[config.mk]
export PLATFORM = sky130hd
export DESIGN_NAME = param_adder_accum
export DESIGN_NICKNAME = d
export VERILOG_FILES = /design/src/rtl/param_adder_accum.sv
export SDC_FILE = /design/constraint.sdc
export NUM_CORES = 1
export LEC_CHECK = 0
export BUFFER_PORTS_ARGS = -buffer_cell sky130_fd_sc_hd__buf_2
export CORE_ASPECT_RATIO = 1.4
export CORE_UTILIZATION = 50
export DETAILED_ROUTE_END_ITERATION = 8
export PLACE_DENSITY = 0.76
export SYNTH_ARGS = -nofsm -noshare
export SYNTH_HDL_FRONTEND = slang
export SYNTH_SLANG_ARGS = --single-unit
[constraint.sdc]
create_clock -name clk -period 7.2 [get_ports clk]
set_clock_uncertainty 0.05 [all_clocks]
set_input_delay 1.8 -clock clk [delete_from_list [all_inputs] [get_ports clk]]
set_output_delay 1.8 -clock clk [all_outputs]
set_load 0.01 [all_outputs]
[src/rtl/param_adder_accum.sv]
// param_adder_accum: WIDTH-bit add/sub/accumulate unit behind a valid/ready
// stream. There is one registered result slot. A window counter clears the
// accumulator after WINDOW accepted ADD/SUB/ACC operations.
module param_adder_accum #(
  parameter int WIDTH  = 4,
  parameter int WINDOW = 1000,
  parameter int CNT_W  = 10
) (
  input  logic             clk,
  input  logic             reset,
  input  logic             in_valid,
  output logic             in_ready,
  input  logic [WIDTH-1:0] a,
  input  logic [WIDTH-1:0] b,
  input  logic             cin,
  input  logic [1:0]       mode,
  output logic             out_valid,
  input  logic             out_ready,
  output logic [WIDTH-1:0] sum,
  output logic             cout,
  output logic             ovf,
  output logic [WIDTH-1:0] acc_val,
  output logic             win_done
);

  localparam logic [1:0] MODE_SUB = 2'b01;
  localparam logic [1:0] MODE_ACC = 2'b10;
  localparam logic [1:0] MODE_CLR = 2'b11;
  localparam logic [CNT_W-1:0] LAST = CNT_W'(WINDOW - 1);

  typedef struct packed {
    logic [WIDTH-1:0] sum;
    logic             cout;
    logic             ovf;
    logic             win_done;
  } res_t;

  res_t             res_q, res_d;
  logic [WIDTH-1:0] acc_q;
  logic [CNT_W-1:0] cnt_q;
  logic [WIDTH-1:0] op1, op2;
  logic             c0;
  logic [WIDTH:0]   full;
  logic             accept, is_clr, wrap;

  assign in_ready = !out_valid || out_ready;
  assign accept   = in_valid && in_ready;
  assign is_clr   = (mode == MODE_CLR);
  // The last op of a window still reports its computed sum. Only acc and count reset.
  assign wrap     = !is_clr && (cnt_q == LAST);

  assign sum      = res_q.sum;
  assign cout     = res_q.cout;
  assign ovf      = res_q.ovf;
  assign win_done = res_q.win_done;
  assign acc_val  = acc_q;

  // Operand selection and a single shared (WIDTH+1)-bit adder for every mode.
  always_comb begin
    op1 = a;
    op2 = b;
    c0  = cin;
    case (mode)
      MODE_SUB: begin op2 = ~b;    c0 = 1'b1; end
      MODE_ACC: begin op1 = acc_q; op2 = a; c0 = 1'b0; end
      default: ;
    endcase
    full           = {1'b0, op1} + {1'b0, op2} + {{WIDTH{1'b0}}, c0};
    res_d.sum      = full[WIDTH-1:0];
    res_d.cout     = full[WIDTH];
    res_d.ovf      = (op1[WIDTH-1] == op2[WIDTH-1]) && (full[WIDTH-1] != op1[WIDTH-1]);
    res_d.win_done = wrap;
    if (is_clr) res_d = '0;
  end

  // Result slot, accumulator and window counter. All of them advance only on accept.
  always_ff @(posedge clk) begin
    if (reset) begin
      out_valid <= 1'b0;
      res_q     <= '0;
      acc_q     <= '0;
      cnt_q     <= '0;
    end else if (accept) begin
      out_valid <= 1'b1;
      res_q     <= res_d;
      if (is_clr || wrap) begin
        acc_q <= '0;
        cnt_q <= '0;
      end else begin
        cnt_q <= cnt_q + CNT_W'(1);
        if (mode == MODE_ACC) acc_q <= full[WIDTH-1:0];
      end
    end else if (out_ready) begin
      out_valid <= 1'b0;
    end
  end

endmodule

# Word level (Yosys, flattened, before mapping)
# Index checks and enable logic that the tools add are counted.
# W data, S select, Z words.
[word_totals]
output_inout_bits = 13
register_bits = 22
[op_classes]
mux = 9
n_reduce_logical = 10
eq_ne = 6
n_bitwise = 1
addsub = 3
[op_table]
columns = ["op", "count"]
rows = [
  ["$mux W4", 3],
  ["$add A10 B1 Y10 const B", 1],
  ["$eq A10 B10 Y1 const B", 1],
  ["$mux W10", 1],
  ["$pmux W4 S2", 1],
  ["$mux W7", 1],
  ["$add A4 B4 Y5", 1],
  ["$add A5 B1 Y5", 1],
  ["$eq A2 B2 Y1 const B", 2],
  ["$not A4 Y4", 1],
  ["$reduce_bool A2 Y1", 2],
  ["$logic_and A1 B1 Y1", 3],
  ["$eq A2 B1 Y1 const B", 1],
  ["$logic_not A1 Y1", 2],
  ["$logic_or A1 B1 Y1", 2],
  ["$mux W1", 2],
  ["$pmux W1 S2", 1],
  ["$reduce_and A2 Y1", 1],
  ["$eq A1 B1 Y1", 1],
  ["$ne A1 B1 Y1", 1],
]

# Depth between registers and ports, before layout
# Gate-level depths: netlist of the first run.
[logic_depth]
ltp_word = 7
depth_mapped = 12

# Worst setup path after synthesis of the first run
# No wires, ideal clock.
[synth_path]
kind = "input to register"
startpoint = "input mode[0]"
endpoint = "register res_q, in the netlist cout"
cell_stages = 12
setup_time_ps = 65
arrival_ps = 3925
setup_slack_ps = 3160
cell_sequence = "inv_1 ha_1 clkbuf_1 a221oi_1 a21o_1 fa_1 fa_1 nor2b_1 o21ai_0 a211oi_1 a21oi_1 nor2_1"
[synth_via]
elab_chain_len = 5
[synth_lines]
columns = ["element", "line", "text"]
rows = [
  ["start, declared", "16", "input logic [1:0] mode,"],
  ["$eq A2 B2 Y1 or $eq A2 B1 Y1 (tied branches)", "63", "case (mode)"],
  ["$pmux W4 S2 or $mux W4 (tied branches)", "63", ""],
  ["$add A4 B4 Y5", "68", "full = {1'b0, op1} + {1'b0, op2} + {{WIDTH{1'b0}}, c0};"],
  ["$add A5 B1 Y5", "68", ""],
  ["$mux W7 (*)", "73", "if (is_clr) res_d = '0;"],
  ["end signal, assigned", "85", "res_q <= res_d;"],
  ["end, declared", "38", "res_t res_q, res_d;"],
]
# Mark *: on every way between the ends. The rest lies on a longest branch, timed or not.
# A chain may end at the register's enable or synchronous reset.

# Final worst setup path of the first run
# Ends and elaborated chain as after synthesis.

==> impl_metrics.json, run 1 <==
{
  "syn_inst": 149,
  "fin_area_mm2": 0.00147,
  "fin_ws_ps": 3060,
  "setup.worst_path.class": "primary input to flip-flop",
  "arrival_ps": 4350,
  "relSlewSlack_pct": 49.1,
  "netlist_area_mm2": 0.00129,
  "drtIter0Drc": 19,
  "worst-endpoint-required_ps": 7410,
  "setup_tns_ps": 0,
  "design.core.area_mm2": 0.00242,
  "wire_per_inst_um": 12.6,
  "area_delta_synth_final_pct": 13.7,
  "maxSlewViolCount": 0,
  "layout_commonest_cell": "buf_2",
  "rsz0062_at_grt": "false",
  "core.rowCount": 21,
  "fin_nets": 198,
  "peakVddDrop_mv": 0.104,
  "die_h_um": 62.1,
  "min_period_ps": 4140,
  "first_pass_iters": 4,
  "critPathLaunchType": "primary input",
  "yosys-top-cells-area": "dfxtp_1 (34%), ha_1 (6.8%), nor2_1 (5.8%)",
  "grt_pass1_wl_um": 4630,
  "gp_congestion": 0.836,
  "hold_viol": 0,
  "cts_hold_buf": 0,
  "antenna_left": 0,
  "hold_ws_ps": 416,
  "drc": 0,
  "final_cell_mix": "buf_2 (27), dfxtp_1 (22), nor2_1 (20)",
  "cts_buffers": 3,
  "worst_slew_pin_slew_ps": 761,
  "grt_pass1_vias": 1143,
  "cap_violations": 0,
  "max_freq_mhz": 241,
  "synth_area_per_cell_um2": 8.66,
  "cellPowerDensity_mw_per_mm2": 184,
  "insertion_delay_ps": 310,
  "synth_fp_nets": 173,
  "clk_pin_slew_ps": 120,
  "period_share_pct": 57.6,
  "cts_buffer_depth": 2,
  "n_fill_cell": 228,
  "design.die.area_mm2": 0.00279,
  "diodes": 0,
  "yosysSeqAreaShare_pct": 34.1,
  "initial_core_util_pct": 53.4,
  "grt_max_degree": 15,
  "track_usage_pct": 21.9,
  "synth_top_area_cell": "dfxtp_1",
  "cts-root-buf": "clkbuf_4",
  "cts.htree.levels": 1,
  "status": "finished, final reports clean",
  "die_x_um": 44.9,
  "cts_setup_buffers": 0,
  "cp-end-kind": "flip-flop",
  "yosys_most_used_dff": "dfxtp_1",
  "antenna_found_initial": 0,
  "dp_hpwl_um": 2020,
  "crit_fanout": 13,
  "wirelength_um": 2600,
  "vias": 1095,
  "io_pins": 28,
  "synth.distinct_cells": 37,
  "synth-edff-count": 0,
  "pre_cts_ws_ps": 2700,
  "synthArstFlopShare_pct": 0,
  "cts.sinks": 22,
  "synth_top_area_share_pct": 34.1,
  "placed_area_mm2": 0.00143,
  "synth_warnings": 0,
  "setup_viol": 0,
  "hold_path.class": "flip-flop to flip-flop",
  "cts_resized": 0,
  "grt-ovfl-total": 0,
  "cts_tree": "yes",
  "cellLeakagePower_nw": 0.632,
  "layout-drive-gt1-share_pct": 24.3,
  "portBuffers": 27,
  "vias_per_cell": 5.29,
  "synth-seq-cells": 22
}
==> routing by layer <==
metal  GRT usage (%)  routed length [um]
met5               0                   0
met4            13.3                  80
met2            38.0                1330
met3            2.03                  88
met1            24.2                1100
==> cells in the mapped netlist (2+ instances only) <==
master	number
dfxtp_1	22
nor2_1	20
a21oi_1	12
inv_1	12
nand2_1	12
xor2_1	8
ha_1	7
nand3_1	6
nor3_1	5
a221oi_1	4
buf_2	3
clkbuf_1	3
nand4_1	3
xnor2_1	3
a311oi_2	2
fa_1	2
mux2_2	2
mux2i_1	2
nand2b_1	2
nor2b_1	2
==> logic make-up after synthesis <==
group	count (synthesis)	synth area share, %
AOI/OAI and AO/OA	27	15.3
buffers and inverters	19	6.40
DFF	22	34.1
muxes	5	4.46
xor gates and xnor gates	11	7.47
and+or+nand+nor	56	22.3
adders and majority gates	9	9.89
==> critical path, cell delays in order <==
cell      delay, ps
buf_2           110
inv_1            50
ha_1            490
a221oi_1        180
a21o_1          200
fa_1            430
fa_1            390
nor2b_1         170
o21ai_0         100
a211oi_1        250
a21oi_1          70
nor2_1           90
==> final timing paths <==
| path | to | slack, ps | depth (start not counted) | startpoint |
|---|---|---|---|---|
| worst max register to register | cout$_SDFFE_PP0P_ | 5060 | 8 | acc_val[0]$_SDFFE_PP0P_ |
| worst min register to register | ovf$_SDFFE_PP0P_ | 420 | 2 | ovf$_SDFFE_PP0P_ |
| worst min-delay path | ovf$_SDFFE_PP0P_ | 420 | 2 | ovf$_SDFFE_PP0P_ |
| worst max-delay path | cout$_SDFFE_PP0P_ | 3060 | 12 | mode[0] |
==> where the power goes <==
| part | switching, mW | internal (mW) |
|---|---|---|
| clock | 0.0370 | 0.0309 |
| sequential | 0.00424 | 0.128 |
| combinational | 0.0397 | 0.0309 |
==> registers in the layout, indices dropped and copies added (netlist names) <==
name	flops
acc_val	4
cnt_q	10
cout	1
out_valid	1
ovf	1
sum	4
win_done	1
==> layout make-up <==
cell class / instances / area [um2] / area share, %
multi-input cells: 108 / 767 / 52.3
flip-flops and latches: 22 / 440 / 30.0
well taps: 34 / 42.5 / 2.90
repair buffers: 27 / 135 / 9.22
inverters: 12 / 45.0 / 3.07
clock buffers: 4 / 36.3 / 2.47
==> per-stage QoR <==
stage	cells	utilization [%]	power (mW)
2_1_floorplan	149	-	0.186
3_3_place_gp	203	59.2	0.203
3_5_place_dp	203	59.2	0.205
4_1_cts	207	60.7	0.273
5_1_grt	207	60.7	0.288
6_report	207	60.7	0.271
Power figures use the tool's default switching activity.
==> run 2, diff against run 1 <==
Settings changed: CORE_UTILIZATION 50 to 48, PLACE_DENSITY 0.76 to 0.77.
Clock period 7.2 ns to 3.8 ns, I/O delays scaled along.
==> impl_metrics.json, run 2 (synthesis results as in run 1) <==
{
  "track_usage_pct": 20.3,
  "maxSlewViolCount": 0,
  "period_share_pct": 81.2,
  "vias_per_cell": 5.34,
  "cts_tree": "yes",
  "pre_cts_ws_ps": 403,
  "rr_worst_depth": 8,
  "antenna_left": 0,
  "cts.htree.levels": 1,
  "cp-end-kind": "flip-flop",
  "cts_buffer_depth": 2,
  "setup_tns_ps": 0,
  "core.rowCount": 21,
  "max_freq_mhz": 324,
  "min_period_ps": 3080,
  "hold_viol": 0,
  "cts_setup_buffers": 0,
  "cellPowerDensity_mw_per_mm2": 348,
  "critPathLaunchType": "primary input",
  "layout-drive-gt1-share_pct": 24.7,
  "crit_fanout": 9,
  "status": "finished, final reports clean",
  "relSlewSlack_pct": 44.4,
  "worst-endpoint-required_ps": 4010,
  "clk_pin_slew_ps": 120,
  "hp-start": "ovf$_SDFFE_PP0P_",
  "insertion_delay_ps": 310,
  "vias": 1110,
  "first_pass_iters": 4,
  "design.die.area_mm2": 0.00290,
  "largest_register_ffs": 10,
  "fin_nets": 199,
  "wirelength_um": 2600,
  "initial_core_util_pct": 52.2,
  "cts_buffers": 3,
  "fin_ws_ps": 716,
  "grt_pass1_vias": 1093,
  "cap_violations": 0,
  "io_pins": 28,
  "drc": 0,
  "cts_resized": 0,
  "worst_slew_pin_slew_ps": 831,
  "cts.sinks": 22,
  "setup_viol": 0,
  "rsz0062_at_grt": "false",
  "grt_pass1_wl_um": 4450,
  "portBuffers": 27,
  "cellLeakagePower_nw": 0.637,
  "area_delta_synth_final_pct": 14.3,
  "hold_end": "ovf$_SDFFE_PP0P_",
  "die_x_um": 45.8,
  "peakVddDrop_mv": 0.166,
  "arrival_ps": 3290,
  "gp_congestion": 0.821,
  "die_h_um": 63.3,
  "grt-ovfl-total": 0,
  "reg2reg_to": "cout$_SDFFE_PP0P_",
  "hold_path.class": "flip-flop to flip-flop",
  "r2r_start": "acc_val[0]$_SDFFE_PP0P_",
  "setup.worst_path.class": "primary input to flip-flop",
  "design.core.area_mm2": 0.00247,
  "wire_per_inst_um": 12.5,
  "layout_commonest_cell": "buf_2",
  "cts_hold_buf": 0,
  "holdPathStages": 2,
  "reg2reg_setup_slack_ps": 1700,
  "largest-register": "cnt_q",
  "cts-root-buf": "clkbuf_4",
  "dp_hpwl_um": 2060,
  "antenna_found_initial": 0,
  "drtIter0Drc": 35,
  "final_cell_mix": "buf_2 (27), dfxtp_1 (22), nor2_1 (20)",
  "grt_max_degree": 15,
  "diodes": 0
}
run 2: cell count changes in the layout (fill, tap and decap cells not counted), sizes merged:
cell / change
buf: +1
run 2: worst max-delay path, stage by stage:
cell	delay (ps)
buf_2	100
inv_1	40
ha_1	440
a221oi_1	90
a21o_1	190
fa_1	440
fa_1	410
nor2b_1	160
o21ai_0	90
a211oi_1	230
a21oi_1	60
nor2_1	90
run 2: layout make-up:
cell class                 count  area [um2]
fill                         263         996
multi-input combinational    108         767
sequential                    22         440
timing repair buffer          28         143
inverter                      12        45.0
tap                           34        42.5
clock buffer                   4        36.3
run 2: report_power, final:
part           leakage (nW)  total [mW]  switching (mW)  internal (mW)
clock network        0.0210       0.127          0.0689         0.0585
registers             0.179       0.250         0.00784          0.242
logic                 0.437       0.135          0.0760         0.0593
run 2: worst max-delay path by stage:
stage,start,to,slack [ps]
CTS,mode[0],cout$_SDFFE_PP0P_,720
global route,mode[0],cout$_SDFFE_PP0P_,540
detailed placement,mode[0],cout$_SDFFE_PP0P_,400
floorplan,mode[0],cout$_SDFFE_PP0P_,610
finish,mode[0],cout$_SDFFE_PP0P_,720
global placement,mode[0],cout$_SDFFE_PP0P_,500
run 2: per-layer routing:
layer | share of wire [%] | GRT usage (%) | vias to the layer above
met1 | 40 | 21.2 | 523
li1 | - | - | 560
met2 | 56 | 39.3 | 22
met3 | 3.0 | 1.72 | 5
met4 | 1.4 | 6.62 | 0
met5 | 0 | 0 | -
run 2: through the flow:
step	instance area [um2]	utilization [%]	hold slack (ps)	std cells	power, mW
finish	1470	59.7	410	208	0.513
global route	1470	59.7	443	208	0.544
floorplan	1290	-	413	149	0.352
CTS	1470	59.7	412	208	0.519
global placement	1440	58.2	389	204	0.386
detailed placement	1440	58.2	394	204	0.392
